### config.mk
export PLATFORM = sky130hd
export DESIGN_NAME = sram_axi_arbiter
export DESIGN_NICKNAME = d
export VERILOG_FILES = /design/src/rtl/sram_axi_arbiter.sv
export SDC_FILE = /design/constraint.sdc
export NUM_CORES = 1
export LEC_CHECK = 0
export CORE_AREA = 2 2 143 145
export CTS_CLUSTER_SIZE = 40
export DETAILED_ROUTE_END_ITERATION = 8
export DIE_AREA = 0 0 145 147
export GPL_ROUTABILITY_DRIVEN = 0
export GPL_TIMING_DRIVEN = 0
export PLACE_DENSITY_LB_ADDON = 0.08
export RECOVER_POWER = 100
export SETUP_SLACK_MARGIN = 0.15
export SLEW_MARGIN = 20
export SYNTH_ARGS = -nofsm -noshare
export SYNTH_HDL_FRONTEND = slang
export SYNTH_SLANG_ARGS = --single-unit
### constraint.sdc
create_clock -name clk -period 2.9 [get_ports clk]
set_input_delay 0.435 -clock clk [delete_from_list [all_inputs] [get_ports clk]]
set_output_delay 0.435 -clock clk [all_outputs]
set_load 0.02 [all_outputs]
### src/rtl/sram_axi_arbiter.sv
// sram_axi_arbiter: round-robin, whole-transaction arbiter sharing one SRAM AXI-lite slave between IFU and LSU
module sram_axi_arbiter #(
  parameter int AW = 32,
  parameter int DW = 32,
  parameter int SW = 8
) (
  input  logic          clk,
  input  logic          rst,
  input  logic          ifu_arvalid,
  input  logic [AW-1:0] ifu_araddr,
  output logic          ifu_arready,
  output logic          ifu_rvalid,
  output logic [DW-1:0] ifu_rdata,
  output logic [1:0]    ifu_rresp,
  input  logic          ifu_rready,
  input  logic          lsu_arvalid,
  input  logic [AW-1:0] lsu_araddr,
  output logic          lsu_arready,
  output logic          lsu_rvalid,
  output logic [DW-1:0] lsu_rdata,
  output logic [1:0]    lsu_rresp,
  input  logic          lsu_rready,
  input  logic          lsu_awvalid,
  input  logic [AW-1:0] lsu_awaddr,
  output logic          lsu_awready,
  input  logic          lsu_wvalid,
  input  logic [DW-1:0] lsu_wdata,
  input  logic [SW-1:0] lsu_wstrb,
  output logic          lsu_wready,
  output logic          lsu_bvalid,
  output logic [1:0]    lsu_bresp,
  input  logic          lsu_bready,
  output logic          sram_arvalid,
  output logic [AW-1:0] sram_araddr,
  input  logic          sram_arready,
  input  logic          sram_rvalid,
  input  logic [DW-1:0] sram_rdata,
  input  logic [1:0]    sram_rresp,
  output logic          sram_rready,
  output logic          sram_awvalid,
  output logic [AW-1:0] sram_awaddr,
  input  logic          sram_awready,
  output logic          sram_wvalid,
  output logic [DW-1:0] sram_wdata,
  output logic [SW-1:0] sram_wstrb,
  input  logic          sram_wready,
  input  logic          sram_bvalid,
  input  logic [1:0]    sram_bresp,
  output logic          sram_bready
);
  typedef enum logic [1:0] {IDLE, IFU_RD, LSU_RD, LSU_WR} state_t;
  state_t state, state_nx;
  logic last_grant;
  logic req_ifu, req_lsu, ifu_g, lr_g, lw_g;
  assign req_ifu = ifu_arvalid;
  assign req_lsu = lsu_arvalid | lsu_awvalid | lsu_wvalid;
  always_comb begin
    state_nx = state;
    case (state)
      IDLE: begin
        if (req_ifu && (!req_lsu || last_grant))
          state_nx = IFU_RD;
        else if (req_lsu)
          state_nx = lsu_arvalid ? LSU_RD : LSU_WR;
      end
      IFU_RD: state_nx = (sram_rvalid && ifu_rready) ? IDLE : IFU_RD;
      LSU_RD: state_nx = (sram_rvalid && lsu_rready) ? IDLE : LSU_RD;
      LSU_WR: state_nx = (sram_bvalid && lsu_bready) ? IDLE : LSU_WR;
      default: state_nx = IDLE;
    endcase
  end
  always_ff @(posedge clk or negedge rst) begin
    if (!rst) begin
      state      <= IDLE;
      last_grant <= 1'b1;
    end else begin
      state <= state_nx;
      if (state == IDLE && state_nx != IDLE)
        last_grant <= (state_nx != IFU_RD);
    end
  end
  assign ifu_g = (state == IFU_RD);
  assign lr_g  = (state == LSU_RD);
  assign lw_g  = (state == LSU_WR);
  // Read channels muxed by grant; every path is gated so idle/ungranted sides read as zero
  assign sram_arvalid = (ifu_g & ifu_arvalid) | (lr_g & lsu_arvalid);
  assign sram_araddr  = ifu_g ? ifu_araddr : lr_g ? lsu_araddr : '0;
  assign sram_rready  = (ifu_g & ifu_rready) | (lr_g & lsu_rready);
  assign ifu_arready  = ifu_g & sram_arready;
  assign ifu_rvalid   = ifu_g & sram_rvalid;
  assign ifu_rdata    = ifu_g ? sram_rdata : '0;
  assign ifu_rresp    = ifu_g ? sram_rresp : '0;
  assign lsu_arready  = lr_g & sram_arready;
  assign lsu_rvalid   = lr_g & sram_rvalid;
  assign lsu_rdata    = lr_g ? sram_rdata : '0;
  assign lsu_rresp    = lr_g ? sram_rresp : '0;
  assign sram_awvalid = lw_g & lsu_awvalid;
  assign sram_awaddr  = lw_g ? lsu_awaddr : '0;
  assign sram_wvalid  = lw_g & lsu_wvalid;
  assign sram_wdata   = lw_g ? lsu_wdata : '0;
  assign sram_wstrb   = lw_g ? lsu_wstrb : '0;
  assign sram_bready  = lw_g & lsu_bready;
  assign lsu_awready  = lw_g & sram_awready;
  assign lsu_wready   = lw_g & sram_wready;
  assign lsu_bvalid   = lw_g & sram_bvalid;
  assign lsu_bresp    = lw_g ? sram_bresp : '0;
endmodule

Word-level counts from Yosys, hierarchy flattened. Index checks and enable logic that the tools add are counted.

Word-level logic and storage cells: 50. Register bits: 3. Input bits: 186.

Reduce and logical (&&, ||, !) cells: 9. Bitwise logic cells: 18. Eq/ne operators: 4. Mux-type cells: 17.

Operator list (number): $mux 32 (6); $and 1x1->1 (14); $mux 2 (7); $mux 8 (1); $pmux 2 s4 (1); $logic_and 1x1->1 (5); $eq 2x2->1 const B (2); $or 1x1->1 (4); $eq 2x1->1 const B (1); $logic_not 2->1 (1); $mux 1 (2); $ne 2x1->1 const B (1); $reduce_bool 2->1 (1); $logic_not 1->1 (1); $logic_or 1x1->1 (1).

Logic depth before layout (Yosys ltp). Gate-level depths: netlist of the first run.

Depth after elaboration: 9. Mapped depth: 4.

Worst setup path after synthesis of the first run. OpenSTA, ideal clock, no wires.

Path type: flip-flop to output port. From: register state[1]. To: output sram_araddr[0]. Arrival time: 1.114 ns. Path slack: 1.351 ns. Data required time: 2.465 ns. Stages on the path, launching flop included: 5. Cell sequence: dfrtp_1 > nor2b_1 > buf_4 > buf_6 > a22o_1.

Longest elaborated chain between the ends: 3. Elaborated cells on any way between the ends: 4.

Ends and longest elaborated chain: start: declaration (RTL line 52) `state_t state, state_nx;`; start signal: assignment (RTL line 77) `state <= state_nx;`; $eq 2x2->1 (RTL line 83) `assign lr_g = (state == LSU_RD);`; $mux 32 (RTL line 87) `assign sram_araddr = ifu_g ? ifu_araddr : lr_g ? lsu_araddr : '0;`; $mux 32 * (RTL line 87); end: declaration (RTL line 34) `output logic [AW-1:0] sram_araddr,`.

Mark *: on every way between the ends. The rest lies on a longest branch, timed or not.

Final worst setup path of the first run.
From: register state[0]. To: output sram_araddr[3].

The elaborated chain is that of the path after synthesis.

==> reports/results.txt, run 1 <==
The startpoint of the lowest-slack register-to-register path was state[0]. The tools report the DRC marker count from the first detailed-route iteration as 52. Pin count of the biggest net entering global routing: 11. The die width is 145 um, and the number of synthesized flops with an enable pin is 0. For this run, the register share of the synthesized area comes to 4.729%. In this run, post-CTS repair resized a total of 0 instances. The commonest cells after synthesis are sky130_fd_sc_hd__and3_1, sky130_fd_sc_hd__and2_1, sky130_fd_sc_hd__a22o_1.

The class of the most critical hold timing path is input port to async pin. For the worst setup path, the data required time is 2.47 ns. Yosys instantiated no cell more often than sky130_fd_sc_hd__and3_1. Initial antenna violation count: 0.

The start-to-end type of the worst setup path was flip-flop to output port. Setup repair after global routing left no endpoint under its margin. The clock insertion delay at the later pin of the skew report came out at 0.22 ns. Of all flip-flops after synthesis, the portion carrying an async set or reset was 100.0%. After global routing the overflow that remains totals 0. Setup violations remaining at the end of the flow were counted as 0. The relative max-transition margin was 74.01%; the via count of the routed design was 3326.

STA classifies the critical path startpoint as a flip-flop. Synthesis handed over a netlist of 239 instances. The post-DP HPWL was 12840 um. The tools report the maximum vdd ir drop as 0.2435 mV.

Once detail routing completed, the nets flagged for antenna violations numbered 0. The via count of the first global-routing pass was 3468; the signed area change from the synthesized netlist to the final layout was 255.6%. Among all flip-flop cells after synthesis, the most frequent one is sky130_fd_sc_hd__dfrtp_1.

The first global-routing pass estimated 21600 um of wire. Summed over all layers, the routed wires come to 14760 um. The arrival time at the worst endpoint was 2.23 ns; the post-detailed-route via-to-cell ratio was 3.762. CTS root buffer: sky130_fd_sc_hd__clkbuf_16. The reg-to-reg setup timing slack is 1.67 ns.

The worst path uses 91.82% of the clock period. Placed instance count: 880. The logs give 372 for the I/O pin count and 52 for the number of standard-cell rows in the floorplan. The tightest hold path in the finished design has a slack of 0.4773 ns.

The count of hold-fix buffers inserted at cts is 0. The analysis attributes to cell leakage a power of 0.002759 uW. The initial standard-cell utilization of the core was 8.134%.

Of the post-synthesis cell area, the dominant cell type holds 31.01%. Subtracting the final worst setup slack from the clock period gives 2.663 ns. Of all nets on the critical path, the largest fanout is 10.

The biggest area contributor in the post-synthesis netlist is sky130_fd_sc_hd__and3_1. No sink is reached through more buffers than the 2 on the longest clock path. The cell area after synthesis came out at 0.001614 mm^2. The slew at the pin closest to its max-slew limit works out to 0.3899 ns. TritonCTS built the clock tree. The number of CTS-inserted buffers was 3; the total setup buffers inserted after CTS was 0.

The pre-antenna-repair detailed-routing pass consisted of 4 iterations. The antenna diode instance count was 0. The finished layout holds 884 standard cells, fillers aside. Across the run, the number of max-cap violations was 0. The Yosys step of the flow raised 0 warnings. Between clock sinks in the finished design, the worst skew comes to 0.0007631 ns.

In the routed design, unresolved DRC markers number 0. The clock transition at the register clock pins on the worst setup and hold paths after CTS was 0.03 ns; the length in cells of the worst reg-to-reg path was 3. Net count of the mapped netlist: 425. The number of clock sinks is 3, and the total negative setup slack is 0 ns. Final hold violation count: 0.

The worst setup path is captured at an output port. The height of the die was 147 um; the die outline area was 0.02132 mm^2. For the number of nets at the end of the flow, the log shows 801.

The run finished with clean final reports. The average footprint of a synthesized cell is 6.753 um^2, and the register bit total from synthesis is 3. The tools report the number of pins exceeding their max-slew limit in the final report as 0. The H-tree depth reported by CTS came out at 1. For this run, the top clock speed supported by timing is 0.3755 GHz.

The count of buffers added on input and output ports is 371. In this run the power density over the cells is 781.8 mW/mm^2. By area the synthesized netlist is led by sky130_fd_sc_hd__and3_1, sky130_fd_sc_hd__and2_1, sky130_fd_sc_hd__a22o_1, sky130_fd_sc_hd__clkbuf_1, sky130_fd_sc_hd__dfrtp_1. Global routing consumed, over all layers together, 13.00% of the routing resources. After floorplanning, the core was sized to cover 0.01984 mm^2. Counting distinct cell types in the post-synthesis netlist gives 21. The share of layout cells above drive strength 1 is 2.932%. The reg-to-reg endpoint is last_grant. Critical path startpoint: state[0]. The post-detailed-route wirelength per cell works out to 16.70 um.
[critical path: stages, from the launching register on]
cell                            delay (ns)
sky130_fd_sc_hd__dfrtp_1              0.45
sky130_fd_sc_hd__nor2b_1              0.16
sky130_fd_sc_hd__buf_2                0.21
sky130_fd_sc_hd__buf_4                0.25
sky130_fd_sc_hd__a22o_1               0.18
sky130_fd_sc_hd__dlygate4sd3_1        0.75
[logic make-up (layout without fill, tap and decap cells)]
group                  Yosys count  after routing  share of synthesized area, %
buffers and inverters           34            409                         11.63
and+or+nand+nor                163            163                         62.48
DFF                              3              3                         4.729
AOI/OAI and AO/OA               39             39                         21.16
[worst max path at each step]
stage,to,slack (ns)
CTS,sram_araddr[3],0.21
floorplan,sram_araddr[0],1.35
detailed placement,sram_araddr[3],0.46
global placement,sram_araddr[3],0.46
finish,sram_araddr[3],0.24
global route,lsu_rdata[9],0.08
[per-stage QoR]
stage               total power, uW  utilization [%]  instance area, um^2  setup WS [ns]
floorplan                      2324                -                 1614          1.351
global placement               4595            28.55                 5665         0.4563
detailed placement             4609            28.55                 5665         0.4599
CTS                            4851            28.95                 5744         0.2129
global route                   4796            28.92                 5739        0.07871
finish                         4487            28.92                 5739         0.2371
[report_power, final]
| group | internal, uW | switching, uW | total (uW) |
|---|---|---|---|
| sequential | 67.6 | 33.7 | 101 |
| combinational | 1900 | 2270 | 4170 |
| clock | 181 | 36.7 | 218 |
[cells in the final DEF (no fill, tap or decap)]
master                              n
sky130_fd_sc_hd__clkbuf_1          21
sky130_fd_sc_hd__and2_1            72
sky130_fd_sc_hd__dfrtp_1            2
sky130_fd_sc_hd__o31ai_1            1
sky130_fd_sc_hd__nand3_1            2
sky130_fd_sc_hd__a22o_1            34
sky130_fd_sc_hd__clkdlybuf4s50_1  221
sky130_fd_sc_hd__nor3_1             2
sky130_fd_sc_hd__nor2b_1            2
sky130_fd_sc_hd__nand3b_1           1
sky130_fd_sc_hd__a2bb2oi_1          1
sky130_fd_sc_hd__buf_2              5
sky130_fd_sc_hd__nand2b_1           1
sky130_fd_sc_hd__dfstp_2            1
sky130_fd_sc_hd__nor2_1             1
sky130_fd_sc_hd__buf_6              4
sky130_fd_sc_hd__o32a_1             1
sky130_fd_sc_hd__nand2_1            2
sky130_fd_sc_hd__a32o_1             1
sky130_fd_sc_hd__o211ai_1           1
sky130_fd_sc_hd__buf_4              5
sky130_fd_sc_hd__dlygate4sd3_1    150
sky130_fd_sc_hd__and3_1            80
sky130_fd_sc_hd__clkbuf_16          3
[registers in the layout, indices dropped and copies added, names as in the netlist]
name	count
last_grant	1
state	2
[metal layers]
layer	vias up	GRT usage, %	part of all wire, %
li1	1607	-	-
met1	1503	13.77	37
met2	206	25.52	53
met3	10	3.882	8.2
met4	0	2.277	1.4
met5	-	0	0
[area by class of cell]
cell class / count / area (um^2)
Buffer: 34 / 182.7
Clock buffer: 4 / 78.83
Fill cell: 2164 / 14100
Multi-Input combinational cell: 202 / 1350
Sequential cell: 3 / 76.32
Tap cell: 270 / 337.8
Timing Repair Buffer: 371 / 3714
No activity file was read; power rests on OpenSTA's default activity.
==> run 2: changes to the inputs <==
--- a/config.mk
+++ b/config.mk
@@ -9,7 +9,6 @@
 export CTS_CLUSTER_SIZE = 40
 export DETAILED_ROUTE_END_ITERATION = 8
 export DIE_AREA = 0 0 145 147
-export GPL_ROUTABILITY_DRIVEN = 0
 export GPL_TIMING_DRIVEN = 0
 export PLACE_DENSITY_LB_ADDON = 0.08
 export RECOVER_POWER = 100
==> results of run 2 <==
Final layout, timing and power as in run 1 (identical DEF).
